--- src/rtl/regfile_write_arbiter_pkg.sv ---
// Shared types and constants for the register-file write arbiter: address/data
// widths, priority FSM encoding and a register-index decode helper.
package regfile_write_arbiter_pkg;

  localparam int REG_ADDR_W = 5;
  localparam int DATA_W     = 32;
  localparam int NUM_REGS   = 32;

  typedef enum logic {
    PRI_ALU = 1'b0,
    PRI_MEM = 1'b1
  } pri_state_e;

  typedef logic [REG_ADDR_W-1:0] reg_addr_t;
  typedef logic [DATA_W-1:0]     reg_data_t;
  typedef logic [NUM_REGS-1:0]   reg_mask_t;

  // R0 is hardwired, so it never maps onto a scoreboard bit.
  function automatic reg_mask_t reg_onehot(input reg_addr_t addr);
    reg_mask_t m;
    m = '0;
    if (addr != '0) m[addr] = 1'b1;
    return m;
  endfunction

endpackage

--- src/rtl/regfile_write_arbiter_if.sv ---
// Bundle of writeback requests, issue/hazard queries and the registered
// register-file write port shared between the arbiter and its environment.
interface regfile_write_arbiter_if;
  import regfile_write_arbiter_pkg::*;

  logic      alu_req;
  reg_addr_t alu_rd;
  reg_data_t alu_data;
  logic      alu_gnt;

  logic      mem_req;
  reg_addr_t mem_rd;
  reg_data_t mem_data;
  logic      mem_gnt;

  logic      issue_valid;
  reg_addr_t issue_rd;

  reg_addr_t read_reg1;
  reg_addr_t read_reg2;
  logic      stall;

  logic      RegWrite;
  reg_addr_t write_reg;
  reg_data_t write_data;
  reg_mask_t pending;

  modport master (
    output alu_req, alu_rd, alu_data,
    output mem_req, mem_rd, mem_data,
    output issue_valid, issue_rd,
    output read_reg1, read_reg2,
    input  alu_gnt, mem_gnt, stall,
    input  RegWrite, write_reg, write_data, pending
  );

  modport slave (
    input  alu_req, alu_rd, alu_data,
    input  mem_req, mem_rd, mem_data,
    input  issue_valid, issue_rd,
    input  read_reg1, read_reg2,
    output alu_gnt, mem_gnt, stall,
    output RegWrite, write_reg, write_data, pending
  );

endinterface

--- src/rtl/regfile_write_arbiter_rr_arbiter2.sv ---
// Two-way round-robin grant: a lone requester always wins, and on contention
// the favoured side wins and the favour passes to the other side.
module rr_arbiter2
  import regfile_write_arbiter_pkg::*;
(
  input  logic       clk,
  input  logic       reset,
  input  logic [1:0] req,   // [0] = ALU, [1] = MEM
  output logic [1:0] gnt
);

  pri_state_e state_q;
  pri_state_e state_d;

  always_ff @(posedge clk or negedge reset) begin
    if (!reset) state_q <= PRI_ALU;
    else        state_q <= state_d;
  end

  // Favour only moves when both sides collide; lone grants keep it put.
  always_comb begin
    state_d = state_q;
    if (&req) state_d = (state_q == PRI_ALU) ? PRI_MEM : PRI_ALU;
  end

  always_comb begin
    gnt = req;
    if (&req) gnt = (state_q == PRI_ALU) ? 2'b01 : 2'b10;
  end

endmodule

--- src/rtl/regfile_write_arbiter.sv ---
// Arbitrates ALU and load writebacks onto a single registered register-file
// write port and tracks outstanding destinations for RAW hazard detection.
module regfile_write_arbiter
  import regfile_write_arbiter_pkg::*;
(
  input  logic                  clk,
  input  logic                  reset,
  regfile_write_arbiter_if.slave bus
);

  function automatic logic hazard(input reg_addr_t addr, input reg_mask_t pend);
    return (addr != '0) && pend[addr];
  endfunction

  logic [1:0] req_p0;
  logic [1:0] gnt_p0;
  reg_addr_t  rd_p0;
  reg_data_t  data_p0;
  logic       vld_p0;

  logic       vld_p1;
  reg_addr_t  wr_rd_p1;
  reg_data_t  wr_data_p1;

  reg_mask_t  pending_q;
  reg_mask_t  pending_d;
  reg_mask_t  set_mask;
  reg_mask_t  clr_mask;

  // Requests are masked while reset is low so no grant escapes during reset.
  assign req_p0 = {bus.mem_req, bus.alu_req} & {2{reset}};

  rr_arbiter2 u_arb (
    .clk   (clk),
    .reset (reset),
    .req   (req_p0),
    .gnt   (gnt_p0)
  );

  assign bus.alu_gnt = gnt_p0[0];
  assign bus.mem_gnt = gnt_p0[1];

  always_comb begin
    rd_p0   = gnt_p0[1] ? bus.mem_rd   : bus.alu_rd;
    data_p0 = gnt_p0[1] ? bus.mem_data : bus.alu_data;
    vld_p0  = (|gnt_p0) && (rd_p0 != '0);
  end

  // Stage p0 -> p1: registered write port toward the register file.
  always_ff @(posedge clk or negedge reset) begin
    if (!reset) begin
      vld_p1     <= 1'b0;
      wr_rd_p1   <= '0;
      wr_data_p1 <= '0;
    end else begin
      vld_p1 <= vld_p0;
      if (vld_p0) begin
        wr_rd_p1   <= rd_p0;
        wr_data_p1 <= data_p0;
      end
    end
  end

  assign bus.RegWrite   = vld_p1;
  assign bus.write_reg  = wr_rd_p1;
  assign bus.write_data = wr_data_p1;

  // Clear lands on the register-file capture edge; a same-edge issue re-sets.
  always_comb begin
    set_mask     = bus.issue_valid ? reg_onehot(bus.issue_rd) : '0;
    clr_mask     = vld_p1 ? reg_onehot(wr_rd_p1) : '0;
    pending_d    = (pending_q & ~clr_mask) | set_mask;
    pending_d[0] = 1'b0;
  end

  always_ff @(posedge clk or negedge reset) begin
    if (!reset) pending_q <= '0;
    else        pending_q <= pending_d;
  end

  assign bus.pending = pending_q;
  assign bus.stall   = hazard(bus.read_reg1, pending_q) | hazard(bus.read_reg2, pending_q);

endmodule
--- src/flat_wrapper.sv ---
// flat-port wrapper written by rule: the top's interface ports become plain ports
module regfile_write_arbiter_flat import regfile_write_arbiter_pkg::*;
  (clk, reset, bus_alu_req, bus_alu_rd, bus_alu_data, bus_mem_req, bus_mem_rd, bus_mem_data, bus_issue_valid, bus_issue_rd, bus_read_reg1, bus_read_reg2, bus_alu_gnt, bus_mem_gnt, bus_stall, bus_RegWrite, bus_write_reg, bus_write_data, bus_pending);
  regfile_write_arbiter_if bus_i ();
  input  logic clk;
  input  logic reset;
  input wire logic [$bits(bus_i.alu_req)-1:0] bus_alu_req;
  input wire logic [$bits(bus_i.alu_rd)-1:0] bus_alu_rd;
  input wire logic [$bits(bus_i.alu_data)-1:0] bus_alu_data;
  input wire logic [$bits(bus_i.mem_req)-1:0] bus_mem_req;
  input wire logic [$bits(bus_i.mem_rd)-1:0] bus_mem_rd;
  input wire logic [$bits(bus_i.mem_data)-1:0] bus_mem_data;
  input wire logic [$bits(bus_i.issue_valid)-1:0] bus_issue_valid;
  input wire logic [$bits(bus_i.issue_rd)-1:0] bus_issue_rd;
  input wire logic [$bits(bus_i.read_reg1)-1:0] bus_read_reg1;
  input wire logic [$bits(bus_i.read_reg2)-1:0] bus_read_reg2;
  output wire logic [$bits(bus_i.alu_gnt)-1:0] bus_alu_gnt;
  output wire logic [$bits(bus_i.mem_gnt)-1:0] bus_mem_gnt;
  output wire logic [$bits(bus_i.stall)-1:0] bus_stall;
  output wire logic [$bits(bus_i.RegWrite)-1:0] bus_RegWrite;
  output wire logic [$bits(bus_i.write_reg)-1:0] bus_write_reg;
  output wire logic [$bits(bus_i.write_data)-1:0] bus_write_data;
  output wire logic [$bits(bus_i.pending)-1:0] bus_pending;
  assign bus_i.alu_req = bus_alu_req;
  assign bus_i.alu_rd = bus_alu_rd;
  assign bus_i.alu_data = bus_alu_data;
  assign bus_i.mem_req = bus_mem_req;
  assign bus_i.mem_rd = bus_mem_rd;
  assign bus_i.mem_data = bus_mem_data;
  assign bus_i.issue_valid = bus_issue_valid;
  assign bus_i.issue_rd = bus_issue_rd;
  assign bus_i.read_reg1 = bus_read_reg1;
  assign bus_i.read_reg2 = bus_read_reg2;
  assign bus_alu_gnt = bus_i.alu_gnt;
  assign bus_mem_gnt = bus_i.mem_gnt;
  assign bus_stall = bus_i.stall;
  assign bus_RegWrite = bus_i.RegWrite;
  assign bus_write_reg = bus_i.write_reg;
  assign bus_write_data = bus_i.write_data;
  assign bus_pending = bus_i.pending;
  regfile_write_arbiter u_core (.clk(clk), .reset(reset), .bus(bus_i));
endmodule
--- config.mk ---
export PLATFORM = sky130hd
export DESIGN_NAME = regfile_write_arbiter_flat
export DESIGN_NICKNAME = d
export VERILOG_FILES = /design/src/rtl/regfile_write_arbiter_pkg.sv /design/src/rtl/regfile_write_arbiter_if.sv /design/src/rtl/regfile_write_arbiter_rr_arbiter2.sv /design/src/rtl/regfile_write_arbiter.sv /design/src/flat_wrapper.sv
export SDC_FILE = /design/constraint.sdc
export NUM_CORES = 1
export LEC_CHECK = 0
export BUFFER_PORTS_ARGS = -buffer_cell sky130_fd_sc_hd__buf_2
export CAP_MARGIN = 25
export CORE_MARGIN = 2
export CORE_UTILIZATION = 40
export DETAILED_ROUTE_END_ITERATION = 10
export PLACE_DENSITY = 0.77
export SYNTH_ARGS = -nofsm -noshare
export SYNTH_HDL_FRONTEND = slang
export SYNTH_SLANG_ARGS = --single-unit
--- constraint.sdc ---
create_clock -name clk -period 3.35 [get_ports clk]
set_input_delay 0.5025 -clock clk [delete_from_list [all_inputs] [get_ports clk]]
set_output_delay 0.5025 -clock clk [all_outputs]
set_load 0.05 [all_outputs]
==> reports/metrics.cfg, run 1 <==
[floorplanning]
core_mm2=0.00876
io_pins=167
die_area_mm2=0.00985
start_util=0.414
std_cell_rows=34
die_y_um=99.2
die_w_um=99.2

[worst_setup_path]
worstRegToRegCells=6
path_max_fanout=8
endpoint_kind=output port
rrSetupSlack_ns=1.20
slowest_delay_ns=0.53
crit_family=multiplexers
critPathRequiredTime_ns=2.85
critPathKind=primary input to output port
crit_path_frequent_cell=buf_2
worstPathArrival_ns=2.34
start_kind=primary input
worstPathBufferInverterCount=2
slowest_stage=mux4_2
crit_path_cell_trace=buf_2 > mux4_2 > mux2i_1 > o311ai_0 > or4_1 > buf_2
cp.depth=6

[power_and_ir_drop]
powerDensity_mw_per_mm2=933
irDropWorstVdd_mv=0.406
p_leak_uw=0.00209

[drt]
drt_wl_total_um=10900
via_per_inst=5.50
route.detailed.wl_per_inst_um=16.6
drt_first_pass_iters=4
num_vias=3594
ant_nets=0
drc=0
drtIter0Drc=307

[synth]
synthAdderAreaFrac=0
yosysMostFrequentCell=dfrtp_1
synth.net_count=479
synth-xor-area-share=0.00241
syn-instance-count=385
synth_warnings=0
synth_top_family_by_area=simple AND/OR/NAND/NOR gates
synthSimpleGateAreaFrac=0.195
synthMuxAreaShare=0.114
synth_ff_type=dfrtp_1
synth_area_leaders=dfrtp_1 (48%), o21ai_0 (8.6%), nand2_1 (7.0%), mux4_2 (6.2%), a31oi_1 (5.5%)
synthTopCellsByCount=dfrtp_1 (70), nand2_1 (68), o21ai_0 (62)
synth_compound_area_frac=0.168
synth-seq-cells=70
yosysTopAreaCell=dfrtp_1
ys_seq_area_frac=0.483
synth_top_area_frac=0.483
ys_types=34
synth_edf_count=0
syn-cell-area_mm2=0.00363
syn_avg_cell_area_um2=9.42
synthArstFlopShare=1.00

[global_route]
met2_usage=0.354
met1_usage=0.314
grt_pass1_vias=3452
antenna_found_initial=0
gr-total-overflow=0
use_met3=0.0485
grt_start_max_net_pins=52
top_usage_layer=met2
track_usage=0.226
grt_first_pass_wirelength_um=17600

[layout]
fin_nets=635
fillerInstances=821
n_antenna_cell=0
largest_reg_flops=32
layout-drive-gt1-share=0.366
area_delta_synth_final_pct=30.3
post-route-util=0.540

[clock_network]
clock_latency_ns=0.35
htreeDepth=3
cts_tree=yes
path_clk_slew_ns=0.08
cts_hold_buf=0
numCtsBuffers=9
post-cts-setup-buffers=0
clock_path_buffers=2
cts_root_buf=clkbuf_8
clock-sinks=70
postCtsResizedCells=0

[timing]
finalCriticalPeriod_ns=2.85
finClkSkew_ns=0.0118
finalHoldViolCount=0
slew_headroom=0.428
fmax_mhz=351
timing.final.crit_share=0.850
rsz0062_at_grt=false
final_max_slew_viol_count=0
setup_viol=0
tightest_slew_ns=0.856
fin_tns_setup_ns=0

[placement]
portBuffers=165
place_congestion=0.884
place_hpwl_um=8340

[worst_hold_path]
hold_class=primary input to asynchronous set/reset pin

[run]
max-cap-violations=0

[outcome]
status=finished, final reports clean

metal layers:
| layer | share of wire | wire length [µm] |
|---|---|---|
| met5 | 0 | 0 |
| met4 | 0.016 | 173 |
| met3 | 0.097 | 1050 |
| met2 | 0.45 | 4930 |
| met1 | 0.43 | 4730 |
stage by stage:
stage / hold WS, ns / instance area [µm²] / power (µW) / std cells / worst slack, ns
after CTS: 0.124 / 4730 / 4430 / 654 / 0.480
final: 0.130 / 4730 / 4410 / 654 / 0.503
after floorplan: 0.207 / 3630 / 3080 / 385 / 0.641
after global placement: 0.502 / 4520 / 3690 / 638 / 0.459
after detailed placement: 0.504 / 4520 / 3730 / 638 / 0.485
after global routing: 0.140 / 4730 / 4640 / 654 / 0.396
area by class of cell:
cell class / count / area [µm²] / area share
multi-input cells: 286 / 1760 / 0.371
clock inverters: 5 / 57.6 / 0.0122
well taps: 108 / 135 / 0.0286
repair buffers: 170 / 863 / 0.183
flip-flops and latches: 70 / 1750 / 0.370
clock buffers: 11 / 151 / 0.0320
inverters: 4 / 15.0 / 0.00317
worst paths after layout:
path / from / endpoint
worst min-delay path: reset / u_core.bus.write_data[3]$_DFFE_PN0P_
worst max-delay path: bus_read_reg2[0] / bus_stall
worst max register to register: u_core.u_arb.state_q$_DFFE_PN0P_ / u_core.bus.write_data[4]$_DFFE_PN0P_
max in group asynchronous: reset / u_core.bus.pending[29]$_DFF_PN0_
worst min register to register: u_core.u_arb.state_q$_DFFE_PN0P_ / u_core.u_arb.state_q$_DFFE_PN0P_
min in group clk: bus_mem_data[22] / u_core.bus.write_data[22]$_DFFE_PN0P_
power by group:
part           total [µW]  switching (µW)  internal, µW
combinational        2220            1640           584
clock                 701             318           383
sequential           1490             329          1160
total                4410            2290          2130
layout by cell type, fill, tap and decap left out, drive strengths merged, types with 2 or more instances in the layout:
cell,instances
buf,170
dfrtp,70
nand2,68
o21ai,62
nor2,43
a31oi,32
mux4,14
nand3,11
clkbuf,11
nand3b,10
mux2i,6
or4,5
a21oi,5
or3b,5
inv,4
nor2b,4
nand4,3
clkinvlp,3
or3,2
o211ai,2
mux2,2
a221oi,2
o2111ai,2
nand4b,2
kinds of logic (layout without fill, tap and decap cells):
logic type,after synthesis,count (layout)
DFF,70,70
buffers and inverters,29,190
and+or+nand+nor,154,154
xor gates and xnor gates,1,1
AOI/OAI and AO/OA,108,108
other,1,1
muxes,22,22
No activity file was read; power rests on OpenSTA's default activity.
==> run 2: changes to the inputs <==
Clock period 3.35 ns to 2.7 ns, I/O delays scaled along.
==> run 2 against run 1 <==
Worst setup slack lost 0.48 ns; sequential share of layout area shrank 1.1 points; combinational power grew 32%; register-to-register slack lost 0.54 ns; critical path type is now flip-flop to output port; highest routed layer unchanged; die area is the same.
==> reports/metrics.cfg, run 2 (synthesis results as in run 1) <==
[outcome]
status=finished, final reports clean

[placement]
portBuffers=165
place_hpwl_um=8550
place_congestion=0.923

[drt]
drt_wl_total_um=11300
drt_first_pass_iters=5
ant_nets=0
wl_met3_um=1070
drc=0
met2_length_um=5240
num_vias=3726
met1_length_um=4760
drtIter0Drc=221
route.detailed.wl_per_inst_um=16.9
via_per_inst=5.59
routed.top_layer=met4

[clock_network]
cts_hold_buf=0
cts_tree=yes
clock_path_buffers=2
path_clk_slew_ns=0.07
numCtsBuffers=9
clock_latency_ns=0.35
cts_root_buf=clkbuf_8
clock-sinks=70
htreeDepth=3

[worst_setup_path]
worstRegToRegCells=6
slowest_stage=or4_1
critPathRequiredTime_ns=2.30
critPathKind=flip-flop to output port
worstPathBufferInverterCount=1
rrSetupSlack_ns=0.66
worstPathArrival_ns=2.27
path_max_fanout=4
endpoint_kind=output port
crit_path_cell_trace=mux4_2 > mux2i_2 > o311ai_2 > or4_1 > buf_6
start_kind=flip-flop
r2r-end=u_core.bus.write_data[20]$_DFFE_PN0P_
slowest_delay_ns=0.53
crit_family=multiplexers
reg2reg_from=u_core.u_arb.state_q$_DFFE_PN0P_

[timing]
finalCriticalPeriod_ns=2.68
timing.final.crit_share=0.991
setup_viol=0
fin_hold_ws_ns=0.0506
finalHoldViolCount=0
final_max_slew_viol_count=0
rsz0062_at_grt=true
slew_headroom=0.400
finClkSkew_ns=0.00876
tightest_slew_ns=0.898
fmax_mhz=374

[floorplanning]
die_area_mm2=0.00985
core_mm2=0.00876
std_cell_rows=34
io_pins=167
die_y_um=99.2
start_util=0.414
die_w_um=99.2

[layout]
area_delta_synth_final_pct=34.3
fin_nets=648
mostFrequentLayoutCell=buf_2
largest_reg_flops=32
n_antenna_cell=0
post-route-util=0.556
layout-drive-gt1-share=0.392
final_cell_mix=buf_2 (164), dfrtp_1 (70), nand2_1 (68)

[global_route]
grt_first_pass_wirelength_um=18300
gr-total-overflow=0
track_usage=0.233
antenna_found_initial=0
grt_pass1_vias=3482
grt_start_max_net_pins=51

[run]
max-cap-violations=0

[power_and_ir_drop]
powerDensity_mw_per_mm2=1170
irDropWorstVdd_mv=0.585
p_leak_uw=0.00216

[worst_hold_path]
hold_class=primary input to asynchronous set/reset pin

==> run 2: layout make-up <==
type | count | area [µm²]
tap | 108 | 135
multi-input combinational | 286 | 1780
clock buffer | 10 | 138
inverter | 4 | 15.0
sequential | 70 | 1750
fill | 800 | 3890
clock inverter | 6 | 85.1
timing repair buffer | 183 | 967
==> run 2: what timing repair did <==
item,4_1_cts,5_1_grt
endpoints found under the setup margin,1,1
setup buffers,5,6
resized for setup,3,6
gates cloned,0,0
pin swaps,0,3
==> run 2: power by group <==
part / internal (µW) / total, µW / switching, µW
clock network: 542 / 938 / 397
logic: 839 / 2940 / 2100
registers: 1440 / 1820 / 383
==> run 2: per-layer routing <==
metal / GRT usage / up-vias
li1: - / 1733
met1: 0.340 / 1759
met2: 0.354 / 216
met3: 0.0387 / 18
met4: 0.0811 / 0
met5: 0 / -
==> run 2: per-stage QoR <==
| stage | total power (µW) | TNS (ns) | instance area, µm² | worst slack (ns) | cells |
|---|---|---|---|---|---|
| 2_1_floorplan | 3820 | 0 | 3630 | 0.166 | 385 |
| 3_3_place_gp | 4570 | 0 | 4540 | 0.00924 | 640 |
| 3_5_place_dp | 4650 | 0 | 4540 | 0.0153 | 640 |
| 4_1_cts | 5640 | 0 | 4800 | 0.00131 | 661 |
| 5_1_grt | 5990 | -0.0465 | 4870 | -0.0465 | 667 |
| 6_report | 5700 | 0 | 4870 | 0.0242 | 667 |
==> run 2: worst max-delay path by stage <==
stage	endpoint	startpoint	depth (start not counted)	slack, ns
finish	bus_stall	u_core.bus.pending[24]$_DFF_PN0_	5	0.02
global route	bus_stall	u_core.bus.pending[25]$_DFF_PN0_	5	-0.05
CTS	bus_stall	u_core.bus.pending[24]$_DFF_PN0_	5	0.001
detailed placement	bus_stall	bus_read_reg2[0]	6	0.02
global placement	bus_stall	bus_read_reg2[0]	6	0.009
floorplan	bus_stall	u_core.bus.pending[29]$_DFF_PN0_	4	0.17
==> run 3: changes to the inputs <==
Settings changed: BUFFER_PORTS_ARGS -buffer_cell sky130_fd_sc_hd__buf_2 to default, DONT_BUFFER_PORTS from default to 1, PLACE_DENSITY 0.77 to default, PLACE_DENSITY_LB_ADDON from default to 0.1.
==> run 3 against run 2 <==
Worst setup slack lost 0.0013 ns; critical path depth up 1; utilization down 6.8 points; maximum frequency barely moved; sequential cell count did not move; largest power group is now registers; highest routed layer unchanged.
==> reports/metrics.cfg, run 3 (synthesis results as in run 1) <==
[outcome]
status=finished, final reports clean

[timing]
setup_viol=0
finalHoldViolCount=0
fin_tns_setup_ns=0
timing.final.ws_setup_ns=0.0229
final_max_slew_viol_count=0
finClkSkew_ns=0.0136
tightest_slew_ns=0.753
rsz0062_at_grt=true
timing.final.crit_share=0.992
finalCriticalPeriod_ns=2.68
fmax_mhz=374
slew_headroom=0.498

[worst_setup_path]
critPathKind=flip-flop to output port
critPathRequiredTime_ns=2.30
endpoint_kind=output port
rrSetupSlack_ns=0.99
path_max_fanout=3
worstPathArrival_ns=2.27
worstRegToRegCells=3
start_kind=flip-flop

[drt]
num_vias=3081
drc=0
drt_wl_total_um=10200
route.detailed.wl_per_inst_um=19.0
drtIter0Drc=103
ant_nets=0
via_per_inst=5.77
drt_first_pass_iters=4

[global_route]
antenna_found_initial=0
gr-total-overflow=0
grt_start_max_net_pins=76
grt_pass1_vias=3055
grt_first_pass_wirelength_um=16000
track_usage=0.206

[placement]
place_hpwl_um=7470
place_congestion=0.929
post-place-ws_ns=0.387
portBuffers=0

[power_and_ir_drop]
irDropWorstVdd_mv=0.418
powerDensity_mw_per_mm2=1270
p_leak_uw=0.00169

[clock_network]
clock-sinks=70
cts_tree=yes
numCtsBuffers=9
clock_path_buffers=2
htreeDepth=3
clock_latency_ns=0.34
cts_root_buf=clkbuf_8
path_clk_slew_ns=0.08

[floorplanning]
die_w_um=99.2
die_y_um=99.2
io_pins=167
std_cell_rows=34
start_util=0.414
core_mm2=0.00876
die_area_mm2=0.00985

[layout]
largest_reg_flops=32
post-route-util=0.488
n_antenna_cell=0
fillerInstances=869
fin_nets=516
layout-drive-gt1-share=0.200
mostFrequentLayoutCell=dfrtp_1
area_delta_synth_final_pct=17.9
final_cell_mix=dfrtp_1 (69), nand2_1 (68), o21ai_0 (62)

[worst_hold_path]
hold_path_depth=2
hold_class=primary input to flip-flop

[run]
max-cap-violations=0

## run 3: path summary, 6_finish.rpt
check                                                     from                               endpoint
setup reg to reg           u_core.bus.write_reg[0]$_DFFE_PN0P_       u_core.bus.pending[20]$_DFF_PN0_
max in group asynchronous                                reset        u_core.bus.pending[4]$_DFF_PN0_
hold reg to reg               u_core.u_arb.state_q$_DFFE_PN0P_       u_core.u_arb.state_q$_DFFE_PN0P_
hold / removal                                bus_mem_data[22]  u_core.bus.write_data[22]$_DFFE_PN0P_
setup / recovery              u_core.bus.pending[21]$_DFF_PN0_                              bus_stall
min in group asynchronous                                reset  u_core.bus.write_data[23]$_DFFE_PN0P_
## run 3: metrics by stage
stage / instances / area [µm²] / hold WS [ns] / power [µW]
floorplan: 385 / 3630 / 0.109 / 3820
detailed placement: 504 / 3930 / 0.111 / 4470
global placement: 504 / 3930 / 0.111 / 4440
global route: 534 / 4280 / 0.201 / 5730
finish: 534 / 4280 / 0.203 / 5430
CTS: 521 / 4150 / 0.190 / 5290
## run 3: timing repair
action,4_1_cts,5_1_grt
hold buffers,2,0
hold endpoints to repair,70,0
endpoints found under the setup margin,0,1
resized for setup,0,13
setup buffers,0,13
## run 3: final cells by class
type | count | area, µm² | area share
inverters | 4 | 15.0 | 0.00351
clock buffers | 11 | 131 | 0.0307
clock inverters | 4 | 48.8 | 0.0114
repair buffers | 51 | 420 | 0.0983
multi-input cells | 286 | 1770 | 0.415
flip-flops and latches | 70 | 1750 | 0.410
well taps | 108 | 135 | 0.0316
## run 3: where the power goes
group          internal [µW]  switching [µW]
sequential              1430             993
clock                    421             378
combinational            819            1390
## run 3: metal layers
metal / wire, µm / part of all wire / vias to the layer above / track usage
met5: 0 / 0 / - / 0
met4: 144 / 0.014 / 0 / 0.0811
met3: 1040 / 0.10 / 14 / 0.0731
met2: 4760 / 0.47 / 145 / 0.327
met1: 4230 / 0.42 / 1451 / 0.259
li1: - / - / 1471 / -
## run 3: worst max-delay path, stage by stage (launching register included)
cell	delay, ns
dfrtp_1	0.40
buf_6	0.17
mux4_2	0.50
nand3_2	0.09
nand3_1	0.07
or4_4	0.54
buf_8	0.16
